[src/rtl/char_plot_controller_pkg.sv]
// Shared constants, state encoding and helpers for the character plot controller.
package char_plot_controller_pkg;

    localparam int unsigned SCREEN_W   = 160;
    localparam int unsigned SCREEN_H   = 120;
    localparam int unsigned CELL       = 8;
    localparam int unsigned COLS       = SCREEN_W / CELL;
    localparam int unsigned ROWS       = SCREEN_H / CELL;

    localparam logic [2:0] BLACK       = 3'b000;
    localparam logic [2:0] WHITE       = 3'b111;

    // Cycles after go with done still high before the job is abandoned.
    localparam int unsigned GO_TIMEOUT = 4;

    // Queued request layout: {char[4:0], col[4:0], row[3:0], delete}.
    localparam int unsigned REQ_W      = 15;

    typedef enum logic [1:0] {
        S_IDLE,
        S_START,
        S_GUARD,
        S_DRAW
    } plot_state_t;

    function automatic logic cell_in_range(input logic [4:0] col, input logic [3:0] row);
        return (32'(col) < COLS) && (32'(row) < ROWS);
    endfunction

endpackage

[src/rtl/char_plot_controller_req_fifo.sv]
// Show-ahead synchronous FIFO holding pending character requests.
module req_fifo #(
    parameter int unsigned DEPTH = 4,
    parameter int unsigned WIDTH = 15
) (
    input  logic                       clk,
    input  logic                       resetn,
    input  logic                       push,
    input  logic [WIDTH-1:0]           wdata,
    input  logic                       pop,
    output logic [WIDTH-1:0]           rdata,
    output logic [$clog2(DEPTH):0]     count,
    output logic                       full,
    output logic                       empty
);

    localparam int unsigned AW = $clog2(DEPTH);

    logic [WIDTH-1:0] mem [DEPTH];
    logic [AW-1:0]    wr_ptr;
    logic [AW-1:0]    rd_ptr;
    logic             do_push;
    logic             do_pop;

    assign full    = (32'(count) == DEPTH);
    assign empty   = (count == '0);
    assign do_push = push && !full;
    assign do_pop  = pop && !empty;
    assign rdata   = mem[rd_ptr];

    // Storage array; contents are don't-care while empty, so no reset.
    always_ff @(posedge clk) begin
        if (do_push) begin
            mem[wr_ptr] <= wdata;
        end
    end

    // Pointers and occupancy; pointers wrap naturally since DEPTH is a power of two.
    always_ff @(posedge clk or negedge resetn) begin
        if (!resetn) begin
            wr_ptr <= '0;
            rd_ptr <= '0;
            count  <= '0;
        end else begin
            if (do_push) wr_ptr <= wr_ptr + 1'b1;
            if (do_pop)  rd_ptr <= rd_ptr + 1'b1;
            case ({do_push, do_pop})
                2'b10:   count <= count + 1'b1;
                2'b01:   count <= count - 1'b1;
                default: count <= count;
            endcase
        end
    end

endmodule

[src/rtl/char_plot_controller.sv]
// Queues character draw/erase requests, runs the character drawer once per
// request and turns its cell-relative pixel stream into absolute VGA writes.
module char_plot_controller
    import char_plot_controller_pkg::*;
#(
    parameter int unsigned QDEPTH      = 4,
    parameter int unsigned CELL        = 8,
    parameter int unsigned START_GUARD = 1
) (
    input  logic       clk,
    input  logic       resetn,
    input  logic       req_valid,
    output logic       req_ready,
    input  logic [4:0] req_char,
    input  logic [4:0] req_col,
    input  logic [3:0] req_row,
    input  logic       req_delete,
    output logic       drw_go,
    output logic [4:0] drw_char,
    output logic       drw_delete,
    input  logic [2:0] drw_x,
    input  logic [2:0] drw_y,
    input  logic [2:0] drw_colour,
    input  logic       drw_done,
    output logic [7:0] vga_x,
    output logic [6:0] vga_y,
    output logic [2:0] vga_colour,
    output logic       vga_plot,
    output logic       busy
);

    localparam int unsigned CW = $clog2(QDEPTH) + 1;

    logic [REQ_W-1:0] head;
    logic [CW-1:0]    count;
    logic             full;
    logic             empty;
    logic             push;
    logic             pop;
    logic             load;

    logic [4:0]       head_char;
    logic [4:0]       head_col;
    logic [3:0]       head_row;
    logic             head_del;

    plot_state_t      state;
    plot_state_t      state_nx;
    logic [7:0]       base_x;
    logic [6:0]       base_y;
    logic [3:0]       age;
    logic             seen_low;

    assign {head_char, head_col, head_row, head_del} = head;
    assign req_ready = !full;
    assign push      = req_valid && !full;
    assign busy      = (count != '0) || (state != S_IDLE);

    req_fifo #(
        .DEPTH (QDEPTH),
        .WIDTH (REQ_W)
    ) u_req_fifo (
        .clk    (clk),
        .resetn (resetn),
        .push   (push),
        .wdata  ({req_char, req_col, req_row, req_delete}),
        .pop    (pop),
        .rdata  (head),
        .count  (count),
        .full   (full),
        .empty  (empty)
    );

    // Job state register.
    always_ff @(posedge clk or negedge resetn) begin
        if (!resetn) begin
            state <= S_IDLE;
        end else begin
            state <= state_nx;
        end
    end

    // Next state, go pulse and queue pop. The head stays queued while its job
    // runs, so an in-flight job counts toward full. Done high in DRAW ends the
    // job normally once the drawer has been seen busy; otherwise it is only
    // treated as an ignored start after GO_TIMEOUT cycles.
    always_comb begin
        state_nx = state;
        drw_go   = 1'b0;
        pop      = 1'b0;
        load     = 1'b0;
        case (state)
            S_IDLE: begin
                if (!empty) begin
                    if (cell_in_range(head_col, head_row)) begin
                        load     = 1'b1;
                        state_nx = S_START;
                    end else begin
                        pop = 1'b1;
                    end
                end
            end
            S_START: begin
                drw_go   = 1'b1;
                state_nx = S_GUARD;
            end
            S_GUARD: begin
                if (32'(age) >= START_GUARD) state_nx = S_DRAW;
            end
            S_DRAW: begin
                if (drw_done && (seen_low || 32'(age) >= GO_TIMEOUT)) begin
                    pop      = 1'b1;
                    state_nx = S_IDLE;
                end
            end
            default: state_nx = S_IDLE;
        endcase
    end

    // Job registers, cycles-since-go counter and the registered VGA pixel.
    always_ff @(posedge clk or negedge resetn) begin
        if (!resetn) begin
            drw_char   <= '0;
            drw_delete <= 1'b0;
            base_x     <= '0;
            base_y     <= '0;
            age        <= '0;
            seen_low   <= 1'b0;
            vga_x      <= '0;
            vga_y      <= '0;
            vga_colour <= '0;
            vga_plot   <= 1'b0;
        end else begin
            vga_plot <= 1'b0;
            if (load) begin
                drw_char   <= head_char;
                drw_delete <= head_del;
                base_x     <= 8'(32'(head_col) * CELL);
                base_y     <= 7'(32'(head_row) * CELL);
            end
            if (state == S_START) begin
                age      <= 4'd1;
                seen_low <= 1'b0;
            end else if ((state == S_GUARD || state == S_DRAW) && !seen_low && age != '1) begin
                age <= age + 1'b1;
            end
            if (state == S_DRAW && !drw_done) begin
                vga_x      <= base_x + {5'b0, drw_x};
                vga_y      <= base_y + {4'b0, drw_y};
                vga_colour <= drw_colour;
                vga_plot   <= 1'b1;
                seen_low   <= 1'b1;
            end
        end
    end

endmodule

[config.mk]
export PLATFORM = sky130hd
export DESIGN_NAME = char_plot_controller
export DESIGN_NICKNAME = d
export VERILOG_FILES = /design/src/rtl/char_plot_controller_pkg.sv /design/src/rtl/char_plot_controller_req_fifo.sv /design/src/rtl/char_plot_controller.sv
export SDC_FILE = /design/constraint.sdc
export NUM_CORES = 1
export LEC_CHECK = 0
export ABC_CLOCK_PERIOD_IN_PS = 3300
export BUFFER_PORTS_ARGS = -buffer_cell sky130_fd_sc_hd__buf_2
export CAP_MARGIN = 20
export CORE_ASPECT_RATIO = 0.7
export CORE_MARGIN = 2
export CORE_UTILIZATION = 46
export DETAILED_ROUTE_END_ITERATION = 12
export GPL_TIMING_DRIVEN = 0
export PLACE_DENSITY_LB_ADDON = 0.25
export REMOVE_ABC_BUFFERS = 1
export SYNTH_ARGS = -nofsm -noshare
export SYNTH_HDL_FRONTEND = slang
export SYNTH_SLANG_ARGS = --single-unit
[constraint.sdc]
create_clock -name clk -period 3.3 [get_ports clk]
set_clock_uncertainty 0.05 [all_clocks]
set_input_delay 0.66 -clock clk [delete_from_list [all_inputs] [get_ports clk]]
set_output_delay 0.66 -clock clk [all_outputs]
set_load 0.05 [all_outputs]
==> flow_summary.json, run 1 <==
{
  "status": "finished clean",
  "max-vdd-ir-drop_v": 0.000503,
  "power_density_nw_per_um2": 1050,
  "period_needed_ns": 3.03,
  "wire_per_inst_um": 16.8,
  "vias": 2184,
  "yosysWarnings": 0,
  "cp.arrival_ns": 3.24,
  "rsz0062_at_grt": "no",
  "nNetsFinal": 342,
  "seqPwrFrac_pct": 41.1,
  "htreeDepth": 3,
  "final.setup.worst_slack_ns": 0.267,
  "ios": 56,
  "switching_share_pct": 37.1,
  "setup-violations-final": 0,
  "clockBufferDepth": 2,
  "grt_max_degree": 49,
  "die_h_um": 85.6,
  "dieWidth_um": 121,
  "final_cell_mix": "60 x edfxtp_1, 55 x buf_2, 46 x dfrtp_1",
  "path_clk_slew_ns": 0.07,
  "p_switching_mw": 1.98,
  "min_path_type": "in2async",
  "cts_tree": "yes",
  "grt_pass1_wl_um": 11500,
  "yosys.cell_types.count": 39,
  "p_int_mw": 3.36,
  "pre_cts_ws_ns": -0.253,
  "core_area_um2": 9140,
  "highest_layer": "met4",
  "start_util_pct": 47.8,
  "antenna_found_initial": 0,
  "synthesis.area_um2": 4370,
  "ys_seq_area_share_pct": 68.7,
  "synth_seq_cells": 108,
  "maxSlewHeadroom_pct": 37.8,
  "cts_sinks": 108,
  "finalPower_mw": 5.33,
  "dr.pass1.iters": 4,
  "met1_length_um": 3410,
  "ant_nets": 0,
  "final_common_cell": "edfxtp_1",
  "dieArea_um2": 10300,
  "cts_root_buf": "clkbuf_16",
  "timing.final.crit_share_pct": 91.9,
  "hold_viol": 0,
  "track_usage_pct": 14.9,
  "portBuffers": 55,
  "drt_wl_total_um": 7230,
  "synthCells": 241,
  "drt_iter0_drc": 99,
  "rows": 29,
  "ys.flop_type": "edfxtp_1",
  "grt_overflow": 0,
  "insertion_delay_ns": 0.34,
  "via_per_inst": 5.08,
  "synth_edf_count": 60,
  "dr_wl_met3_um": 331,
  "worstMarginPinSlew_ns": 0.933,
  "wl_met2_um": 3390,
  "drc_errors": 0,
  "gp_congestion": 0.767,
  "grt_pass1_vias": 2169,
  "drive_above_1_share_pct": 39.5,
  "cts_made_buffers": 9,
  "syn_area_per_cell_um2": 18.1,
  "async_reset_ff_share_pct": 44.4,
  "critPathRequiredTime_ns": 3.51,
  "n_antenna_cell": 0,
  "path_class": "reg2reg",
  "max_cap_violations": 0,
  "syn_to_final_growth_pct": 16.6,
  "fmax_mhz": 330,
  "p_leak_nw": 2.10,
  "crit_fanout": 17,
  "fill_cells": 760,
  "worstSetupStartpointType": "flip-flop",
  "slew_viol_final": 0,
  "place_hpwl_um": 4850,
  "clockPowerShare_pct": 19.8,
  "power_frac_comb_pct": 39.1,
  "end_kind": "flip-flop",
  "worst_hold_slack_ns": 0.280
}
[stage by stage]
| stage | instances | TNS (ns) | area [um2] | utilization (%) |
|---|---|---|---|---|
| 6_report | 430 | 0 | 5100 | 55.7 |
| 5_1_grt | 430 | 0 | 5100 | 55.7 |
| 4_1_cts | 429 | 0 | 5060 | 55.4 |
| 3_5_place_dp | 413 | -1.42 | 4760 | 52.0 |
| 3_3_place_gp | 412 | -1.02 | 4740 | 51.8 |
| 2_1_floorplan | 233 | 0 | 4310 | - |
[kinds of logic (layout without fill, tap and decap cells)]
logic type	count (synthesis)	in the layout	synth area share, %
flops	108	108	68.7
mux	51	51	18.1
simple gates	28	28	3.32
buf+inv	21	86	2.55
fa+ha+maj	13	13	3.89
compound gates	13	13	2.00
xor+xnor	7	7	1.40
[routing by layer]
metal / GRT usage (%) / vias up
li1: - / 1024
met1: 20.7 / 1098
met2: 23.1 / 53
met3: 3.99 / 9
met4: 5.39 / 0
met5: 0 / -
[synthesized netlist by cell type, types with 4 or more instances]
master	instances	area [um2]
mux4_1	4	105
mux4_2	11	248
mux2_4	10	150
ha_1	12	150
inv_1	13	48.8
and3_1	4	25.0
xnor2_1	4	35.0
dfrtp_1	48	1200
edfxtp_1	60	1800
nand2_1	7	26.3
mux2_2	24	270
[worst max-delay path, cell delays in order, from the launching register on]
cell and delay, ns:
dfrtp_4 0.63, mux4_1 0.45, nand4_1 0.20, a2111oi_2 0.38, or2_2 0.21, ha_1 0.18, inv_1 0.06, fa_1 0.38
xor2_1 0.15, nor2_1 0.11, xor2_1 0.15
[registers in the layout, summed over array words and instances (netlist names), 2 cells and up]
register           count
vga_y                  7
u_req_fifo.mem        60
base_y                 4
u_req_fifo.count       3
u_req_fifo.rd_ptr      2
vga_x                  8
state                  2
age                    4
vga_colour             3
base_x                 5
drw_char               5
u_req_fifo.wr_ptr      2
[power by group through the flow]
stage               clock network, mW  logic [mW]  registers, mW
floorplan                           0        1.11           2.68
global placement                    0        2.03           2.20
detailed placement                  0        2.09           2.22
CTS                              1.08        2.10           2.20
global route                     1.13        2.23           2.25
finish                           1.06        2.08           2.19
[cell type report]
class                           count  area [um2]  area share [%]
Multi-Input combinational cell    112        1270            24.8
Tap cell                          124         155            3.04
Clock buffer                       14         287            5.62
Timing Repair Buffer               57         318            6.23
Clock inverter                      2        15.0           0.295
Inverter                           13        48.8           0.957
Sequential cell                   108        3010            59.0
[path summary, 6_finish.rpt]
| path | slack, ns | to | cells after the start | start |
|---|---|---|---|---|
| max reg2reg | 0.27 | u_req_fifo.count[2] | 10 | u_req_fifo.rd_ptr[0] |
| min | 0.28 | vga_y[6] | 1 | resetn |
| min in group clk | 0.45 | u_req_fifo.count[2] | 1 | u_req_fifo.count[2] |
| min reg2reg | 0.45 | u_req_fifo.count[2] | 1 | u_req_fifo.count[2] |
| max in group asynchronous | 2.37 | u_req_fifo.rd_ptr[0] | 2 | resetn |
| max | 0.27 | u_req_fifo.count[2] | 10 | u_req_fifo.rd_ptr[0] |
[what timing repair did]
| item | 4_1_cts | 5_1_grt |
|---|---|---|
| hold endpoints to repair | 0 | 0 |
| gates resized for setup | 3 | 2 |
| gates cloned | 0 | 0 |
| setup endpoints to repair | 17 | 1 |
| buffers inserted | 0 | 0 |
| hold buffers | 0 | 0 |
Power figures use the tool's default switching activity.
==> run 2: changes to the inputs <==
CELL_PAD_IN_SITES_DETAIL_PLACEMENT = 2   (was default)
CELL_PAD_IN_SITES_GLOBAL_PLACEMENT = 2   (was default)
CORE_UTILIZATION = 42   (was 46)
==> run 2 against run 1 <==
Against the previous run: die area grew 9.1%; clock power is essentially flat; via count grew 5.0%; combinational power grew 8%.
==> flow_summary.json, run 2 (synthesis gave the netlist of run 1 again) <==
{
  "grt_max_degree": 39,
  "regMostFlops": "u_req_fifo.mem",
  "timing.final.crit_share_pct": 92.1,
  "end_kind": "flip-flop",
  "path_class": "reg2reg",
  "max-vdd-ir-drop_v": 0.000358,
  "drt_wl_total_um": 9480,
  "final.setup.worst_slack_ns": 0.261,
  "crit_fanout": 14,
  "pre_cts_ws_ns": -0.548,
  "hold_viol": 0,
  "dieWidth_um": 126,
  "path_clk_slew_ns": 0.07,
  "wire_per_inst_um": 21.3,
  "fill_cells": 952,
  "period_needed_ns": 3.04,
  "ant_nets": 0,
  "reg2reg_slack_ns": 0.26,
  "start_util_pct": 42.7,
  "power_density_nw_per_um2": 1070,
  "cts_tree": "yes",
  "core_area_um2": 10200,
  "grt_overflow": 0,
  "cts_made_buffers": 9,
  "final_common_cell": "edfxtp_1",
  "final_util_pct": 50.1,
  "min_path_type": "in2async",
  "dr.pass1.iters": 4,
  "drc_errors": 0,
  "slew_viol_final": 0,
  "status": "finished clean",
  "largest_register_ffs": 60,
  "cts_root_buf": "clkbuf_16",
  "p_leak_nw": 2.12,
  "die_h_um": 89.4,
  "ios": 56,
  "worstMarginPinSlew_ns": 1.02,
  "nNetsFinal": 348,
  "insertion_delay_ns": 0.34,
  "drive_above_1_share_pct": 41.0,
  "dieArea_um2": 11300,
  "reg2reg_to": "u_req_fifo.count[2]",
  "critPathRequiredTime_ns": 3.51,
  "final_cell_mix": "60 x edfxtp_1, 55 x buf_2, 46 x dfrtp_1",
  "setup-violations-final": 0,
  "clockBufferDepth": 2,
  "vias": 2294,
  "rsz0062_at_grt": "no",
  "syn_to_final_growth_pct": 17.5,
  "cp.arrival_ns": 3.25,
  "rows": 31,
  "drt_iter0_drc": 113,
  "track_usage_pct": 18.1,
  "grt_pass1_vias": 2552,
  "n_antenna_cell": 0,
  "top_regs": "u_req_fifo.mem x60, vga_x x8, vga_y x7",
  "gp_congestion": 0.693,
  "cts_hold_buf": 0,
  "cts_sinks": 108,
  "via_per_inst": 5.17,
  "max_cap_violations": 0,
  "r2r_start": "u_req_fifo.rd_ptr[0]",
  "reg2reg_depth": 10,
  "fmax_mhz": 329,
  "worstSetupStartpointType": "flip-flop",
  "antenna_found_initial": 0,
  "portBuffers": 55,
  "place_hpwl_um": 6170,
  "htreeDepth": 3,
  "maxSlewHeadroom_pct": 32.3,
  "grt_pass1_wl_um": 14800
}
[run 2: per-layer routing]
metal  GRT usage [%]  up-vias  wire length [um]
met4            5.49        0               136
met2            32.8       49              4880
met5               0        -                 0
li1                -     1035                 -
met3            4.37       12               342
met1            22.1     1198              4120
[run 2: repair_timing]
item | in CTS | in global routing
setup buffers | 0 | 6
gates resized for setup | 4 | 1
setup endpoints to repair | 17 | 1
gates cloned | 0 | 0
[run 2: how the worst max path moves through the flow]
stage | start | end | slack (ns) | cells past startpoint
6_report | u_req_fifo.rd_ptr[0] | u_req_fifo.count[2] | 0.26 | 10
5_1_grt | u_req_fifo.rd_ptr[0] | u_req_fifo.count[2] | 0.01 | 10
4_1_cts | u_req_fifo.rd_ptr[0] | u_req_fifo.count[2] | 0.05 | 10
3_5_place_dp | u_req_fifo.rd_ptr[0] | u_req_fifo.count[2] | -0.55 | 10
3_3_place_gp | u_req_fifo.rd_ptr[0] | u_req_fifo.count[2] | -0.30 | 10
2_1_floorplan | u_req_fifo.rd_ptr[0] | u_req_fifo.count[2] | 0.32 | 10
[run 2: worst max-delay path, cell delays in order (launching register included)]
cell       delay (ns)
dfrtp_4          0.59
mux4_1           0.44
nand4_1          0.21
a2111oi_2        0.40
or2_2            0.21
ha_1             0.19
inv_1            0.06
fa_1             0.37
xor2_1           0.15
nor2_1           0.12
xor2_1           0.16
[run 2: through the flow]
step	area [um2]	TNS [ns]	hold WS [ns]	power, mW	std cells
final	5130	0	0.155	5.52	444
after floorplan	4310	0	0.314	3.78	233
after CTS	5080	0	0.155	5.53	438
after detailed placement	4790	-4.16	0.442	4.41	422
after global routing	5130	0	0.157	5.84	444
after global placement	4750	-1.06	0.432	4.26	420
[run 2: report_power, final]
| part | internal, mW | total [mW] | switching (mW) |
|---|---|---|---|
| sequential | 1.90 | 2.20 | 0.302 |
| combinational | 0.901 | 2.25 | 1.35 |
| clock | 0.586 | 1.07 | 0.481 |
[run 2: layout make-up]
type	count	area [um2]	share of cell area (%)
repair buffers	63	355	6.92
multi-input cells	112	1270	24.7
flip-flops and latches	108	3010	58.6
inverters	13	48.8	0.950
clock inverters	7	66.3	1.29
clock buffers	9	225	4.39
well taps	132	165	3.22
